===== config.mk =====
export PLATFORM = sky130hd
export DESIGN_NAME = multi_trigger_flat
export DESIGN_NICKNAME = d
export VERILOG_FILES = /design/src/rtl/multi_trigger_pkg.sv /design/src/rtl/multi_trigger_if.sv /design/src/rtl/trigger_channel.sv /design/src/rtl/multi_trigger.sv /design/src/flat_wrapper.sv
export SDC_FILE = /design/constraint.sdc
export NUM_CORES = 1
export LEC_CHECK = 0
export ABC_AREA = 0
export CAP_MARGIN = 20
export CELL_PAD_IN_SITES_DETAIL_PLACEMENT = 1
export CELL_PAD_IN_SITES_GLOBAL_PLACEMENT = 1
export CORE_ASPECT_RATIO = 0.9
export CORE_MARGIN = 2
export CORE_UTILIZATION = 30
export CTS_BUF_LIST = sky130_fd_sc_hd__clkbuf_8 sky130_fd_sc_hd__clkbuf_16
export CTS_CLUSTER_SIZE = 25
export DETAILED_ROUTE_END_ITERATION = 12
export PLACE_DENSITY_LB_ADDON = 0.1
export SYNTH_ARGS = -nofsm -noshare
export SYNTH_HDL_FRONTEND = slang
export SYNTH_SLANG_ARGS = --single-unit
export TNS_END_PERCENT = 20

===== constraint.sdc =====
create_clock -name clk -period 3.16 [get_ports clk]
set_clock_uncertainty 0.15 [all_clocks]
set_input_delay 0.632 -clock clk [delete_from_list [all_inputs] [get_ports clk]]
set_output_delay 0.632 -clock clk [all_outputs]
set_load 0.05 [all_outputs]

===== src/rtl/multi_trigger_pkg.sv =====
// Shared types and limits for the multi_trigger block (package trigger_pkg).
// Optional holdoff logic is enabled with the MULTI_TRIGGER_HOLDOFF_EN macro.
package trigger_pkg;

    localparam int unsigned MAX_CHANNELS    = 32;
    localparam int unsigned MAX_SYNC_STAGES = 4;
    localparam int unsigned MAX_PULSE_WIDTH = 255;
    localparam int unsigned MAX_HOLDOFF     = 65535;

    typedef enum logic [1:0] {
        RISE = 2'b00,
        FALL = 2'b01,
        BOTH = 2'b10
    } edge_mode_e;

    typedef enum logic [1:0] {
        ST_IDLE    = 2'b00,
        ST_PULSE   = 2'b01,
        ST_HOLDOFF = 2'b10
    } trig_state_e;

    // Encoding 2'b11 is reserved and behaves as rising-edge detection.
    function automatic edge_mode_e decode_mode(input logic [1:0] m);
        case (m)
            2'b01:   return FALL;
            2'b10:   return BOTH;
            default: return RISE;
        endcase
    endfunction

    // Smallest counter width that holds 0..max_val, at least one bit.
    function automatic int unsigned cnt_width(input int unsigned max_val);
        if (max_val < 2) return 1;
        return 32'($clog2(max_val + 1));
    endfunction

endpackage


===== src/rtl/multi_trigger_if.sv =====
// Trigger bus: per-channel inputs, enables, shared mode, per-channel outputs.
interface multi_trigger_if #(
    parameter int unsigned CHANNELS = 4
);
    logic [CHANNELS-1:0] trigger_in;
    logic [CHANNELS-1:0] enable;
    logic [1:0]          mode;
    logic [CHANNELS-1:0] trigger_out;
    logic [CHANNELS-1:0] overrun;

    modport master (
        output trigger_in, enable, mode,
        input  trigger_out, overrun
    );

    modport slave (
        input  trigger_in, enable, mode,
        output trigger_out, overrun
    );
endinterface


===== src/rtl/trigger_channel.sv =====
// One trigger channel: synchroniser, edge detector and pulse/holdoff FSM.
// Holdoff state and counter exist only when MULTI_TRIGGER_HOLDOFF_EN is defined.
module trigger_channel
    import trigger_pkg::*;
#(
    parameter int unsigned SYNC_STAGES = 2,
    parameter int unsigned PULSE_WIDTH = 1,
    parameter int unsigned HOLDOFF     = 0
) (
    input  logic       clk,
    input  logic       rst_n,
    input  logic       i_trig,
    input  logic       i_en,
    input  logic [1:0] i_mode,
    output logic       o_pulse,
    output logic       o_overrun
);

    localparam int unsigned PW_LOAD = PULSE_WIDTH - 1;
    localparam int unsigned PW_W    = cnt_width(PW_LOAD);

    // Out-of-range configurations elaborate this empty marker block.
    if (SYNC_STAGES < 1 || SYNC_STAGES > MAX_SYNC_STAGES ||
        PULSE_WIDTH < 1 || PULSE_WIDTH > MAX_PULSE_WIDTH ||
        HOLDOFF > MAX_HOLDOFF) begin : g_cfg_out_of_range
    end

    logic [SYNC_STAGES-1:0] r_sync;
    logic                   r_last;
    logic                   r_edge;
    logic                   w_sync;
    logic                   w_edge;
    edge_mode_e             w_mode;

    trig_state_e            r_state, w_state_n;
    logic [PW_W-1:0]        r_pcnt,  w_pcnt_n;
    logic                   r_pulse, w_pulse_n;
    logic                   r_ovr,   w_ovr_n;

`ifdef MULTI_TRIGGER_HOLDOFF_EN
    localparam int unsigned HO_LOAD = (HOLDOFF > 0) ? HOLDOFF - 1 : 0;
    localparam int unsigned HO_W    = cnt_width(HO_LOAD);
    logic [HO_W-1:0]        r_hcnt,  w_hcnt_n;
`endif

    assign w_sync = r_sync[SYNC_STAGES-1];
    assign w_mode = decode_mode(i_mode);

    always_comb begin
        case (w_mode)
            FALL:    w_edge = ~w_sync &  r_last;
            BOTH:    w_edge =  w_sync ^  r_last;
            default: w_edge =  w_sync & ~r_last;
        endcase
    end

    // Synchroniser, history and registered edge keep tracking regardless of enable.
    always_ff @(posedge clk or negedge rst_n) begin
        if (!rst_n) begin
            r_sync <= '0;
            r_last <= 1'b0;
            r_edge <= 1'b0;
        end else begin
            r_sync[0] <= i_trig;
            for (int i = 1; i < int'(SYNC_STAGES); i++) r_sync[i] <= r_sync[i-1];
            r_last <= w_sync;
            r_edge <= w_edge;
        end
    end

    always_ff @(posedge clk or negedge rst_n) begin
        if (!rst_n) begin
            r_state <= ST_IDLE;
            r_pcnt  <= '0;
            r_pulse <= 1'b0;
            r_ovr   <= 1'b0;
`ifdef MULTI_TRIGGER_HOLDOFF_EN
            r_hcnt  <= '0;
`endif
        end else begin
            r_state <= w_state_n;
            r_pcnt  <= w_pcnt_n;
            r_pulse <= w_pulse_n;
            r_ovr   <= w_ovr_n;
`ifdef MULTI_TRIGGER_HOLDOFF_EN
            r_hcnt  <= w_hcnt_n;
`endif
        end
    end

    always_comb begin
        w_state_n = r_state;
        w_pcnt_n  = r_pcnt;
        w_pulse_n = 1'b0;
        w_ovr_n   = 1'b0;
`ifdef MULTI_TRIGGER_HOLDOFF_EN
        w_hcnt_n  = r_hcnt;
`endif
        if (!i_en) begin
            w_state_n = ST_IDLE;
        end else begin
            case (r_state)
                ST_IDLE: begin
                    if (r_edge) begin
                        w_state_n = ST_PULSE;
                        w_pcnt_n  = PW_W'(PW_LOAD);
                        w_pulse_n = 1'b1;
                    end
                end
                ST_PULSE: begin
                    w_ovr_n = r_edge;
                    if (r_pcnt == '0) begin
`ifdef MULTI_TRIGGER_HOLDOFF_EN
                        if (HOLDOFF > 0) begin
                            w_state_n = ST_HOLDOFF;
                            w_hcnt_n  = HO_W'(HO_LOAD);
                        end else begin
                            w_state_n = ST_IDLE;
                        end
`else
                        w_state_n = ST_IDLE;
`endif
                    end else begin
                        w_pcnt_n  = r_pcnt - PW_W'(1);
                        w_pulse_n = 1'b1;
                    end
                end
`ifdef MULTI_TRIGGER_HOLDOFF_EN
                ST_HOLDOFF: begin
                    w_ovr_n = r_edge;
                    if (r_hcnt == '0) w_state_n = ST_IDLE;
                    else              w_hcnt_n  = r_hcnt - HO_W'(1);
                end
`endif
                default: w_state_n = ST_IDLE;
            endcase
        end
    end

    assign o_pulse   = r_pulse;
    assign o_overrun = r_ovr;

endmodule


===== src/rtl/multi_trigger.sv =====
// Multi-channel edge-triggered pulse generator; one trigger_channel per input bit.
// Define MULTI_TRIGGER_HOLDOFF_EN to build the post-pulse holdoff window.
module multi_trigger
    import trigger_pkg::*;
#(
    parameter int unsigned CHANNELS    = 4,
    parameter int unsigned SYNC_STAGES = 2,
    parameter int unsigned PULSE_WIDTH = 1,
    parameter int unsigned HOLDOFF     = 0
) (
    input  logic          clk,
    input  logic          rst_n,
    multi_trigger_if.slave bus
);

    if (CHANNELS < 1 || CHANNELS > MAX_CHANNELS) begin : g_channels_out_of_range
    end

    logic [CHANNELS-1:0] w_trig_out;
    logic [CHANNELS-1:0] w_overrun;

    for (genvar g = 0; g < int'(CHANNELS); g++) begin : g_ch
        trigger_channel #(
            .SYNC_STAGES (SYNC_STAGES),
            .PULSE_WIDTH (PULSE_WIDTH),
            .HOLDOFF     (HOLDOFF)
        ) u_ch (
            .clk       (clk),
            .rst_n     (rst_n),
            .i_trig    (bus.trigger_in[g]),
            .i_en      (bus.enable[g]),
            .i_mode    (bus.mode),
            .o_pulse   (w_trig_out[g]),
            .o_overrun (w_overrun[g])
        );
    end

    assign bus.trigger_out = w_trig_out;
    assign bus.overrun     = w_overrun;

endmodule


===== src/flat_wrapper.sv =====
// flat-port wrapper written by rule: the top's interface ports become plain ports
module multi_trigger_flat import trigger_pkg::*;
#(
    parameter int unsigned CHANNELS    = 4,
    parameter int unsigned SYNC_STAGES = 2,
    parameter int unsigned PULSE_WIDTH = 1,
    parameter int unsigned HOLDOFF     = 0
)
  (clk, rst_n, bus_trigger_in, bus_enable, bus_mode, bus_trigger_out, bus_overrun);
  multi_trigger_if #(.CHANNELS(CHANNELS)) bus_i ();
  input  logic clk;
  input  logic rst_n;
  input wire logic [$bits(bus_i.trigger_in)-1:0] bus_trigger_in;
  input wire logic [$bits(bus_i.enable)-1:0] bus_enable;
  input wire logic [$bits(bus_i.mode)-1:0] bus_mode;
  output wire logic [$bits(bus_i.trigger_out)-1:0] bus_trigger_out;
  output wire logic [$bits(bus_i.overrun)-1:0] bus_overrun;
  assign bus_i.trigger_in = bus_trigger_in;
  assign bus_i.enable = bus_enable;
  assign bus_i.mode = bus_mode;
  assign bus_trigger_out = bus_i.trigger_out;
  assign bus_overrun = bus_i.overrun;
  multi_trigger #(.CHANNELS(CHANNELS), .SYNC_STAGES(SYNC_STAGES), .PULSE_WIDTH(PULSE_WIDTH), .HOLDOFF(HOLDOFF)) u_core (.clk(clk), .rst_n(rst_n), .bus(bus_i));
endmodule

==> run metrics <==
GRT Residual Overflow=0; WL/cell=10.4 um; FF+latch count, synth=28; pre-CTS setup slack=1.12 ns; Post-Synthesis Cells=89; CP arrival=1.41 ns; commonest non-fill, non-tap cells in the layout=dfrtp_1, clkdlybuf4s50_1, inv_1; Hold Crit Class=flop to flop; largest net degree at the start of global routing=29; WP data required=2.38 ns; # hold bufs at CTS=0; antenna violations before repair=0; Final Cycle Share=69.2%; sequential fraction of the synthesis area=64.4%; crit path launch=u_core.g_ch[0].u_ch.o_overrun; WS Path Type=flop to output pin; leak pwr=0.679 nW; Fillers=375; clock-pin slew on the worst setup and hold paths=0.09 ns; Slew Viols, Final=0; Synth-to-Final Area Change=24.3%; via count=628; ant diodes=0; hold_sp=u_core.g_ch[2].u_ch.r_sync[0]; Slew @ Worst Pin=0.502 ns; port bufs=19; core area=3430 um^2; final hold slack=0.206 ns; Max-slew headroom=66.4%; first-pass GRT wire length=3020 um; placed cell area=1280 um^2; max cap viols=0; crit path max fanout=1; Largest delay share family, worst path=buffers and inverters; proportion of layout cells with a drive suffix above 1=4.76%; design area=1350 um^2; most common cell after layout, fill and taps aside=dfrtp_1; Fin. Hold Viols=0; PD cells=563 nW/um^2; CP Capture Type=output pin; worst skew pair latency=0.27 ns; Crit-path slowest cell=clkdlybuf4s50_1; Post-Synthesis Cell Area=1090 um^2; register area=701 um^2; Final ANT Viol Nets=0; chip width=67.5 um; drt total wl=1550 um; FMAX=457 MHz; clock sink total=28; area of the multi-input gates=285 um^2; Post-CTS Resized=0; Mean Syn Cell Area=12.2 um^2; initial DRC count=20; CTS Buffer Depth=2; H-tree Lvls=1; Starting Density=31.7%; Die Y=61.1 um; Reg-to-Reg Start=u_core.g_ch[1].u_ch.r_sync[1]; vias in the first global route=708; syn nets=111; Root Driver=clkbuf_8; minimum clock period=2.19 ns; yosys warns=0; Buf/Inv on CP=1; Num CTS Buffers=3; final setup violation count=0; max incr delay on CP=0.80 ns; WP depth=1; die area=4120 um^2; vias per cell=4.21; critical path launch point type=flop; row count=20; Final GP Congestion=0.685; 1st-pass router iterations=2; crit-path cells=clkdlybuf4s50_1; Synth top area share=64.4%; hold depth=0; largest area contributor in the netlist=dfrtp_1; Final Net Count=128; top cells by area, synth=dfrtp_1, ha_1, buf_4, inv_1, nand2_1; status=finished, final reports clean; Synth cell types=10; Max VDD drop=0.195 mV; post-route setup TNS=0 ns; Top Ports=20; number of setup buffers added after CTS=0; # DRC=0; final worst setup slack=0.973 ns; GRT Util Overall=10.1%; CTS tree=yes; Detailed Place HPWL=1160 um; Worst Reg-to-Reg Cells=4; unrepaired setup endpoints after global routing=false
==> cell type report <==
class | instances | share of cell area, %
clock buffer | 3 | 3.06
sequential | 28 | 51.9
timing repair buffer | 20 | 14.6
inverter | 11 | 3.06
clock inverter | 1 | 2.22
tap | 44 | 4.07
multi-input combinational | 42 | 21.1
==> synthesized netlist by cell type <==
library cell,instances
dfrtp_1,28
inv_1,11
ha_1,10
buf_4,8
nand2_1,8
nor2_1,8
a31oi_1,4
and3_1,4
nand2b_1,4
nor2b_1,4
==> state kept, by name, summed over array words and instances (netlist names) <==
name	count
u_core.g_ch.u_ch.o_overrun	4
u_core.g_ch.u_ch.r_edge	4
u_core.g_ch.u_ch.r_state	4
u_core.g_ch.u_ch.r_last	4
u_core.g_ch.u_ch.o_pulse	4
u_core.g_ch.u_ch.r_sync	8
==> path summary, 6_finish.rpt <==
| path | endpoint | slack [ns] |
|---|---|---|
| max in group asynchronous | u_core.g_ch[2].u_ch.r_edge | 2.03 |
| worst max-delay path | bus_overrun[0] | 0.97 |
| min in group asynchronous | u_core.g_ch[2].u_ch.r_last | 0.57 |
| worst min-delay path | u_core.g_ch[2].u_ch.r_sync[1] | 0.21 |
| worst max register to register | u_core.g_ch[1].u_ch.r_edge | 1.92 |
| worst min register to register | u_core.g_ch[2].u_ch.r_sync[1] | 0.21 |
==> cell families (layout without fill, tap and decap cells) <==
group / count (synthesis) / count (layout) / share of synthesized area, %
AOI/OAI and AO/OA: 4 / 4 / 2.30
DFF: 28 / 28 / 64.4
adders and majority gates: 10 / 10 / 11.5
buffers and inverters: 19 / 35 / 9.32
and+or+nand+nor: 28 / 28 / 12.4
==> metrics by stage <==
stage	power (mW)	cells	util, %
after detailed placement	0.494	145	37.3
after CTS	0.779	149	39.4
after global routing	0.801	149	39.4
after global placement	0.490	145	37.3
final	0.760	149	39.4
after floorplan	0.458	89	-
==> power by group <==
group | switching (mW) | internal (mW) | leakage [nW] | total [mW]
combinational | 0.0505 | 0.0385 | 0.292 | 0.0889
sequential | 0.0119 | 0.383 | 0.351 | 0.395
clock | 0.107 | 0.170 | 0.0357 | 0.276
total | 0.169 | 0.591 | 0.679 | 0.760
==> layer usage <==
layer	global-route usage (%)	wire length [um]	up-vias
li1	-	-	299
met1	11.3	643	310
met2	17.5	783	14
met3	2.38	87	5
met4	6.12	38	0
met5	0	0	-
Power figures use the tool's default switching activity.
